## src/rtl/sample_batch_source.sv

```systemverilog
// Producer end of the sample-count path: forwards exactly BATCH samples through one
// registered valid/ready stage, strobing cnt_up per delivered sample and flagging the last one.
`timescale 1ns/1ps
module sample_batch_source #(
    parameter int DATA_W = 16,
    parameter int BATCH  = 1000
) (
    input  logic              clk_i,
    input  logic              rst_i,
    input  logic              start_i,
    input  logic              abort_i,
    input  logic [DATA_W-1:0] in_data_i,
    input  logic              in_valid_i,
    output logic              in_ready_o,
    output logic [DATA_W-1:0] out_data_o,
    output logic              out_valid_o,
    input  logic              out_ready_i,
    output logic              out_last_o,
    output logic              cnt_up_o,
    output logic              busy_o,
    output logic              batch_done_o
);

    localparam int CNT_W = $clog2(BATCH + 1);
    localparam logic [CNT_W-1:0] BATCH_C  = CNT_W'(BATCH);
    localparam logic [CNT_W-1:0] LAST_IDX = CNT_W'(BATCH - 1);

    typedef enum logic [1:0] {
        IDLE,
        STREAM,
        DONE
    } state_t;

    state_t              state_q, state_d;
    logic [CNT_W-1:0]    acc_cnt_q, acc_cnt_d;
    logic [CNT_W-1:0]    dlv_cnt_q, dlv_cnt_d;
    logic [DATA_W-1:0]   out_data_q, out_data_d;
    logic                out_valid_q, out_valid_d;
    logic                out_last_q, out_last_d;
    logic                batch_done_q, batch_done_d;
    logic                in_xfer, out_xfer;

    // Accept only while the batch is short of BATCH and the output stage frees up this cycle.
    assign in_ready_o = (state_q == STREAM) && (acc_cnt_q < BATCH_C) && (!out_valid_q || out_ready_i);
    assign in_xfer    = in_valid_i && in_ready_o;
    assign out_xfer   = out_valid_q && out_ready_i;

    assign out_data_o   = out_data_q;
    assign out_valid_o  = out_valid_q;
    assign out_last_o   = out_last_q;
    assign cnt_up_o     = out_xfer;
    assign busy_o       = (state_q != IDLE);
    assign batch_done_o = batch_done_q;

    always_ff @(posedge clk_i) begin
        if (rst_i) begin
            state_q      <= IDLE;
            acc_cnt_q    <= '0;
            dlv_cnt_q    <= '0;
            out_data_q   <= '0;
            out_valid_q  <= 1'b0;
            out_last_q   <= 1'b0;
            batch_done_q <= 1'b0;
        end else begin
            state_q      <= state_d;
            acc_cnt_q    <= acc_cnt_d;
            dlv_cnt_q    <= dlv_cnt_d;
            out_data_q   <= out_data_d;
            out_valid_q  <= out_valid_d;
            out_last_q   <= out_last_d;
            batch_done_q <= batch_done_d;
        end
    end

    always_comb begin
        state_d      = state_q;
        acc_cnt_d    = acc_cnt_q;
        dlv_cnt_d    = dlv_cnt_q;
        out_data_d   = out_data_q;
        out_valid_d  = out_valid_q;
        out_last_d   = out_last_q;
        batch_done_d = 1'b0;

        if (abort_i) begin
            state_d     = IDLE;
            acc_cnt_d   = '0;
            dlv_cnt_d   = '0;
            out_valid_d = 1'b0;
            out_last_d  = 1'b0;
        end else begin
            case (state_q)
                IDLE: begin
                    if (start_i) begin
                        state_d   = STREAM;
                        acc_cnt_d = '0;
                        dlv_cnt_d = '0;
                    end
                end
                STREAM: begin
                    if (out_xfer) begin
                        dlv_cnt_d = dlv_cnt_q + CNT_W'(1);
                        if (!in_xfer) begin
                            out_valid_d = 1'b0;
                            out_last_d  = 1'b0;
                        end
                    end
                    if (in_xfer) begin
                        out_data_d  = in_data_i;
                        out_valid_d = 1'b1;
                        out_last_d  = (acc_cnt_q == LAST_IDX);
                        acc_cnt_d   = acc_cnt_q + CNT_W'(1);
                    end
                    // No input can be accepted alongside the final delivery, so the stage empties here.
                    if (out_xfer && out_last_q) begin
                        state_d      = DONE;
                        out_valid_d  = 1'b0;
                        out_last_d   = 1'b0;
                        batch_done_d = 1'b1;
                    end
                end
                DONE: begin
                    state_d = IDLE;
                end
                default: begin
                    state_d = IDLE;
                end
            endcase
        end
    end

endmodule

```

## config.mk

```make
export PLATFORM = sky130hd
export DESIGN_NAME = sample_batch_source
export DESIGN_NICKNAME = d
export VERILOG_FILES = /design/src/rtl/sample_batch_source.sv
export SDC_FILE = /design/constraint.sdc
export NUM_CORES = 1
export LEC_CHECK = 0
export CAP_MARGIN = 20
export CORE_MARGIN = 2
export CORE_UTILIZATION = 35
export DETAILED_ROUTE_END_ITERATION = 8
export PLACE_DENSITY_LB_ADDON = 0.3
export SYNTH_ARGS = -nofsm -noshare
export SYNTH_HDL_FRONTEND = slang
export SYNTH_SLANG_ARGS = --single-unit
```

## constraint.sdc

```tcl
create_clock -name clk_i -period 1.51 [get_ports clk_i]
set_input_delay 0.2265 -clock clk_i [delete_from_list [all_inputs] [get_ports clk_i]]
set_output_delay 0.2265 -clock clk_i [all_outputs]
set_load 0.02 [all_outputs]
```

==> flow_summary.ini <==
[global_route]
grt_pass1_wl_mm = 6.91
grt_max_degree = 34
gr-usage-all-layers_pct = 17.2
antenna_found_initial = 0
grt_pass1_vias = 1487
gr-total-overflow = 0

[placement]
port_buffers = 43
postPlaceCellArea_mm2 = 0.00221
dp_hpwl_mm = 2.94
post-place-cells = 289
gp_congestion = 0.851

[clock_network]
cts_root_buffer = clkbuf_8
cts_num_sinks = 31
ctsHtreeMaxLevel = 2
clk_latency_ns = 0.28
cts_tree = built
clock_path_buffers = 2
cts_buffers = 5
path_clk_slew_ns = 0.06

[die]
start_util_pct = 35.8
fp-row-count = 24
dieArea_mm2 = 0.00490
core-area_mm2 = 0.00426
die_x_um = 70.0
boundaryPins = 44
die_h_um = 70.0

[setup_path]
r2r_start = state_q[1]$_SDFFE_PP0P_
critPathTopFamily = simple AND/OR/NAND/NOR gates
crit_arrival_ns = 1.28
worstSetupEndpointType = primary output
critPathLaunchType = flop
worstPathCellList = and3_4, nand4b_1, and3_1, buf_2
critPathSlowestCell = dfxtp_2
reg2reg_to = acc_cnt_q[8]$_SDFFE_PP0P_
startpoint = acc_cnt_q[6]$_SDFFE_PP0P_
path_buf_inv = 1
required_ns = 1.28
cp.depth = 4
regToRegSetupSlack_ns = 0.01
crit_end = in_ready_o
path_class = reg2out
cp_max_fo = 4
r2r_cells = 5
slowest_delay_ns = 0.34

[detailed_routing]
drt_iter0_drc = 87
drcViolationCount = 0
first_pass_iters = 4
vias = 1654
vias_per_cell = 5.53
wl_per_cell_um = 14.4
routed_wl_mm = 4.31
antenna_left = 0

[synth]
syn_nets = 198
ys_types = 37
synth_top_cell_area_share_pct = 40.7
ys_warn_count = 0
ys_seq_area_share_pct = 40.7
synth-seq-cells = 31
synthArstFlopShare_pct = 0
synth_area_per_cell_um2 = 8.72
yosys.area.top_type = dfxtp_1
syn_inst = 175
ys.flop_type = dfxtp_1
synth_edf_count = 0
synth_area_leaders = dfxtp_1, nand4b_1, o31ai_1
synth_area_mm2 = 0.00153

[layout]
fin_nets = 270
drive_gt1_share_pct = 25.9
fin_cells = 299
n_antenna_cell = 0
area_delta_synth_final_pct = 55.2
nFillCells = 404
design_area_mm2 = 0.00237

[sta]
fin_skew_ns = 0.00323
slew_headroom_pct = 76.8
fmax_mhz = 664
fin_crit_ns = 1.51
hold_viol = 0
tightest_slew_ns = 0.340
slew_violations = 0
rsz0062_at_grt = true
min_period_over_period_pct = 99.7
setup_viol_count_final = 0

[job]
cap_violations = 0

[outcome]
status = completed

[pwr]
p_per_area_mw_per_mm2 = 710
leakagePower_nw = 0.864
ir_drop_uv = 497

[min_path]
hp-class = reg2reg
[logic make-up (layout without fill, tap and decap cells)]
group	count (synthesis)	in the layout	share of synthesized area (%)
mux	3	3	1.97
flops	31	31	40.7
compound gates	49	49	21.1
simple gates	73	74	30.3
fa+ha+maj	1	1	0.820
buf+inv	18	89	5.17
[how the worst min path moves through the flow]
| stage | endpoint | slack, ns | cells past startpoint | startpoint |
|---|---|---|---|---|
| floorplan | out_data_o[0]$_SDFFE_PP0P_ | 0.40 | 2 | in_data_i[0] |
| global placement | out_data_o[15]$_SDFFE_PP0P_ | 0.46 | 2 | out_data_o[15]$_SDFFE_PP0P_ |
| detailed placement | out_data_o[15]$_SDFFE_PP0P_ | 0.46 | 2 | out_data_o[15]$_SDFFE_PP0P_ |
| CTS | out_data_o[10]$_SDFFE_PP0P_ | 0.47 | 2 | out_data_o[10]$_SDFFE_PP0P_ |
| global route | out_data_o[6]$_SDFFE_PP0P_ | 0.49 | 2 | out_data_o[6]$_SDFFE_PP0P_ |
| finish | out_data_o[10]$_SDFFE_PP0P_ | 0.47 | 2 | out_data_o[10]$_SDFFE_PP0P_ |
[timing repair]
item	CTS	global route
pin swaps	0	2
endpoints found under the setup margin	27	26
cloned	0	1
gates resized for setup	9	18
setup buffers	0	2
hold buffers	0	0
[tightest hold or removal path: stages (launching register included)]
cell     delay, ns
dfxtp_1       0.31
o31ai_1       0.06
a21oi_1       0.06
[routing by layer]
layer	up-vias	part of all wire, %	track usage [%]
li1	819	-	-
met1	791	45	23.0
met2	42	50	27.8
met3	2	4.2	3.61
met4	0	0.63	5.13
met5	-	0	0
[layout make-up]
class / instances / area [µm²] / share of cell area, %
clock inverter: 1 / 5.00 / 0.211
sequential: 31 / 629 / 26.6
multi-input combinational: 127 / 871 / 36.8
clock buffer: 6 / 82.6 / 3.49
tap: 52 / 65.1 / 2.75
inverter: 2 / 7.51 / 0.317
timing repair buffer: 80 / 707 / 29.9
[cells in the mapped netlist, types with 2 or more instances]
| cell type | number |
|---|---|
| dfxtp_1 | 31 |
| a21oi_1 | 20 |
| nand4b_1 | 17 |
| o31ai_1 | 17 |
| clkbuf_1 | 12 |
| nand3_1 | 12 |
| nand2_1 | 10 |
| nor2_1 | 6 |
| and3_1 | 4 |
| nand2b_1 | 4 |
| or3_1 | 4 |
| a31o_2 | 3 |
| buf_2 | 3 |
| mux2i_1 | 3 |
| or4_1 | 3 |
| inv_1 | 2 |
| nand4_1 | 2 |
| nor3_1 | 2 |
| o211ai_1 | 2 |
[cells in the final DEF, fill, tap and decap left out, drive strengths merged, types with 3 or more instances in the layout]
master,Yosys,routed
a21oi,20,20
a31o,3,3
and3,5,5
buf,4,38
clkbuf,12,6
clkdlybuf4s50,0,38
dfxtp,31,31
dlygate4sd2,0,3
mux2i,3,3
nand2,10,10
nand2b,4,4
nand3,12,12
nand4b,17,17
nor2,7,7
o31ai,17,17
or3,4,4
or4,3,3
[stage by stage]
step | setup WS [ns] | power (mW) | TNS (ns) | utilization (%) | hold slack (ns)
final | 0.00458 | 1.68 | 0 | 55.5 | 0.466
after global routing | -0.0740 | 1.76 | -0.254 | 55.5 | 0.490
after CTS | -0.104 | 1.70 | -0.206 | 53.9 | 0.468
after detailed placement | -0.296 | 1.04 | -5.40 | 51.9 | 0.460
after global placement | -0.290 | 1.04 | -5.14 | 51.9 | 0.455
after floorplan | 0.0135 | 0.924 | 0 | - | 0.400
[registers in the layout (all words and copies together), names as in the netlist]
| name | cells |
|---|---|
| out_valid_o | 1 |
| batch_done_o | 1 |
| out_last_o | 1 |
| acc_cnt_q | 10 |
| state_q | 2 |
| out_data_o | 16 |
[power breakdown]
| group | switching [mW] | internal [mW] | total, mW |
|---|---|---|---|
| sequential | 0.00403 | 0.826 | 0.830 |
| clock | 0.297 | 0.357 | 0.654 |
| combinational | 0.0887 | 0.109 | 0.198 |
(Power assumes the default switching activity.)
